File: src/rtl/mult_datapath.sv
// mult_datapath: shift-and-add multiplier datapath driven by an external
// controller through load/sh/ad strobes. Holds the multiplicand (A), a
// 2N+1-bit accumulator (ACC, upper N+1 bits partial product incl. carry,
// lower N bits remaining multiplier) and a step counter (CNT).
// Optional feature: define MULT_PRODUCT_VALID_EN to add the registered
// p_valid output, which flags the completion of the final shift.
module mult_datapath #(
  parameter int N = 4
) (
  input  logic           clk,
  input  logic           rst_n,
  input  logic           load,
  input  logic           sh,
  input  logic           ad,
  input  logic [N-1:0]   mcand,
  input  logic [N-1:0]   mplier,
  output logic           M,
  output logic           K,
  output logic [2*N-1:0] product
`ifdef MULT_PRODUCT_VALID_EN
  ,
  output logic           p_valid
`endif
);

  localparam int CW = (N > 1) ? $clog2(N) : 1;
  localparam logic [CW-1:0] CNT_LAST = CW'(N - 1);
  localparam logic [CW-1:0] CNT_ONE  = CW'(1);

  logic [N-1:0]   a_q, a_d;
  logic [2*N:0]   acc_q, acc_d;
  logic [CW-1:0]  cnt_q, cnt_d;
  logic [N:0]     sum;
  logic [2*N:0]   acc_sum;

  // Add A into the upper half; ACC[2N] is overwritten by the carry, not summed.
  always_comb begin
    sum     = {1'b0, acc_q[2*N-1:N]} + {1'b0, a_q};
    acc_sum = acc_q;
    if (ad) begin
      acc_sum = {sum, acc_q[N-1:0]};
    end
  end

  // Next-state selection: load wins, otherwise shift (of the sum when ad is
  // also high), otherwise add alone, otherwise hold.
  always_comb begin
    a_d   = a_q;
    acc_d = acc_q;
    cnt_d = cnt_q;
    if (load) begin
      a_d   = mcand;
      acc_d = {{(N+1){1'b0}}, mplier};
      cnt_d = '0;
    end else if (sh) begin
      acc_d = acc_sum >> 1;
      cnt_d = cnt_q + CNT_ONE;
    end else if (ad) begin
      acc_d = acc_sum;
    end
  end

  // Datapath registers with asynchronous clear.
  always_ff @(posedge clk or negedge rst_n) begin
    if (!rst_n) begin
      a_q   <= '0;
      acc_q <= '0;
      cnt_q <= '0;
    end else begin
      a_q   <= a_d;
      acc_q <= acc_d;
      cnt_q <= cnt_d;
    end
  end

  // Outputs are decoded from registers only, never from the strobes.
  always_comb begin
    M       = acc_q[0];
    K       = (cnt_q == CNT_LAST);
    product = acc_q[2*N-1:0];
  end

`ifdef MULT_PRODUCT_VALID_EN
  logic pv_q, pv_d;

  // p_valid sets on the last shift (sh while K), clears on load, else holds.
  always_comb begin
    pv_d = pv_q;
    if (load) begin
      pv_d = 1'b0;
    end else if (sh && K) begin
      pv_d = 1'b1;
    end
  end

  // p_valid register with asynchronous clear.
  always_ff @(posedge clk or negedge rst_n) begin
    if (!rst_n) begin
      pv_q <= 1'b0;
    end else begin
      pv_q <= pv_d;
    end
  end

  assign p_valid = pv_q;
`endif

endmodule

File: config.mk
export PLATFORM = sky130hd
export DESIGN_NAME = mult_datapath
export DESIGN_NICKNAME = d
export VERILOG_FILES = /design/src/rtl/mult_datapath.sv
export SDC_FILE = /design/constraint.sdc
export NUM_CORES = 1
export LEC_CHECK = 0
export CAP_MARGIN = 20
export CELL_PAD_IN_SITES_DETAIL_PLACEMENT = 1
export CELL_PAD_IN_SITES_GLOBAL_PLACEMENT = 1
export CORE_ASPECT_RATIO = 0.9
export CORE_MARGIN = 2
export CORE_UTILIZATION = 36
export CTS_CLUSTER_DIAMETER = 30
export CTS_CLUSTER_SIZE = 10
export DETAILED_ROUTE_END_ITERATION = 8
export PLACE_DENSITY = 0.86
export SETUP_SLACK_MARGIN = 0.2
export SLEW_MARGIN = 20
export SYNTH_ARGS = -nofsm -noshare
export SYNTH_HDL_FRONTEND = slang
export SYNTH_SLANG_ARGS = --single-unit
File: constraint.sdc
create_clock -name clk -period 2.3 [get_ports clk]
set_input_delay 0.345 -clock clk [delete_from_list [all_inputs] [get_ports clk]]
set_output_delay 0.345 -clock clk [all_outputs]
set_load 0.02 [all_outputs]
==> results.yml <==
status:
  outcome: "finished clean"
synthesis:
  syn-num-nets: 105
  muxShareOfSynthArea: 0.127
  synth-compound-area-share: 0.140
  synth_area_leaders: "dfrtp_1, buf_4, ha_1"
  yosysTopAreaCell: "dfrtp_1"
  synth_edf_count: 0
  synth-seq-cells: 15
  synth.distinct_cells: 29
  yosysWarnings: 0
  yosys.area_share.xor_xnor: 0.0192
  synthSimpleGateAreaFrac: 0.109
  netlist_instances: 86
  synth.top_cell.area_share: 0.410
  synth_seq_area_share: 0.410
  syn_avg_cell_area_um2: 10.6
  synth_flop_cell: "dfrtp_1"
  syn_area_um2: 915
  ys_async_sr_fraction: 1.00
  synthAdderAreaFrac: 0.0903
  synth_top_family_by_area: "compound AO/OA/AOI/OAI gates"
detailed_routing:
  vias_per_cell: 5.20
  first_iter_violations: 5
  wire_per_inst_um: 15.2
  drt_first_pass_iters: 4
  vias: 671
  route.detailed.drc: 0
  routed_wl_um: 1960
  drtAntennaViolNets: 0
cells_and_area:
  syn2layout_area_growth_pct: 22.4
  stdcell_count: 129
  final_common_cell: "clkdlybuf4s50_1"
  final_cell_mix: "clkdlybuf4s50_1, dfrtp_1, nor2_1, mux2i_1"
  layout.nets: 121
  n_antenna_cell: 0
  drive_gt1_frac: 0.129
floorplanning:
  io_pins: 23
  start_util: 0.377
  dieArea_um2: 2960
  core_region_area_um2: 2420
  die-width_um: 57.1
  die_y_um: 51.8
  rows: 17
setup_path:
  end_kind: "flop"
  required_ns: 2.46
  worst_setup_path_start_kind: "flop"
  crit_arrival_ns: 1.97
  cp_max_fo: 3
  setup.worst_path.class: "reg2reg"
clock_tree:
  clock-sinks: 15
  tritoncts.num_buffers: 3
  clockRootBuffer: "clkbuf_4"
  cts_tree: "built"
  cts_buffer_depth: 2
  cts_htree_levels: 1
  insertion_delay_ns: 0.28
  path_clk_slew_ns: 0.08
  cts-resized-gates: 0
  cts_setup_buffers: 0
  postCtsHoldBufs: 0
global_route:
  antenna_found_initial: 0
  grt_start_max_net_pins: 16
  grt_pass1_wl_um: 3420
  track_usage: 0.154
  grt_pass1_vias: 755
  overflow: 0
sta:
  fin_hold_ws_ns: 0.479
  setup_viol: 0
  worst_pin_slew_ns: 0.696
  finalClockSkew_ns: 0.00105
  maxSlewHeadroom: 0.535
  setup_tns_ns: 0
  layout_min_cycle_time_ns: 1.81
  hold_violations: 0
  slew_violations: 0
  period_share: 0.787
  layout_setup_ws_ns: 0.490
  fmax_mhz: 553
  rsz0062_at_grt: "false"
power_and_ir_drop:
  p_leak_uw: 0.000498
  p_per_area_nw_per_um2: 591
  ir_drop_v: 0.000414
place:
  hpwlAfterDp_um: 1570
  dp_slack_ns: 0.485
  io_buffers: 22
  dp.cells: 125
  place.gp.congestion: 0.829
min_path:
  min_path_type: "in2async"
run:
  maxCapViolCount: 0
==> logic make-up after synthesis <==
group	count (synthesis)
flip-flops	15
adder cells (fa/ha/maj)	6
AO/OA/AOI/OAI	18
AND/OR/NAND/NOR	20
multiplexers	11
buffers and inverters	14
XOR/XNOR	2
==> cell usage after synthesis, types with 2 or more instances <==
master    count
ha_1          5
nand2_1       5
xnor2_1       2
o21ai_0       4
dfrtp_1      15
a211o_1       2
mux2_2        5
buf_4        11
a21o_1        2
mux2i_1       6
a21oi_1       2
and3_2        2
a211oi_1      4
nor2_1        6
==> state kept, by name (all words and copies together), names as in the netlist <==
name,flops
a_q,4
acc_q,9
cnt_q,2
==> report_power, final <==
part | internal, µW | switching (µW)
logic | 105 | 99.0
clock network | 67.3 | 79.7
registers | 289 | 22.3
total | 461 | 201
==> layer usage <==
layer / track usage / routed length (µm) / vias up
met4: 0.0426 / 13 / 0
met3: 0.0547 / 83 / 2
met1: 0.195 / 894 / 327
met5: 0 / 0 / -
li1: - / - / 328
met2: 0.249 / 969 / 14
==> worst paths after layout <==
kind / end / cells after the start / start / slack (ns)
worst max-delay path: acc_q[7] / 5 / acc_q[4] / 0.49
worst min-delay path: acc_q[0] / 1 / rst_n / 0.48
worst max register to register: acc_q[7] / 5 / acc_q[4] / 0.49
worst min register to register: a_q[0] / 1 / a_q[0] / 0.52
max in group asynchronous: acc_q[5] / 1 / rst_n / 1.38
min in group clk: a_q[0] / 1 / a_q[0] / 0.52
==> metrics by stage <==
| step | total power, µW | utilization | area [µm²] |
|---|---|---|---|
| final | 662 | 0.462 | 1120 |
| after global routing | 719 | 0.462 | 1120 |
| after CTS | 679 | 0.462 | 1120 |
| after detailed placement | 525 | 0.451 | 1090 |
| after global placement | 512 | 0.451 | 1090 |
| after floorplan | 457 | - | 915 |
==> critical path, cell delays in order (launching register included) <==
cell and delay, ns:
dfrtp_1 0.40, ha_1 0.24, fa_1 0.42, and3_2 0.23
o32ai_1 0.32, nor4_1 0.08
==> cell type report <==
type / instances / area (µm²)
multi-input combinational: 57 / 444
timing repair buffer: 24 / 235
sequential: 15 / 375
tap: 28 / 35.0
fill: 280 / 1310
inverter: 1 / 3.75
clock buffer: 4 / 26.3
(Power assumes the default switching activity.)
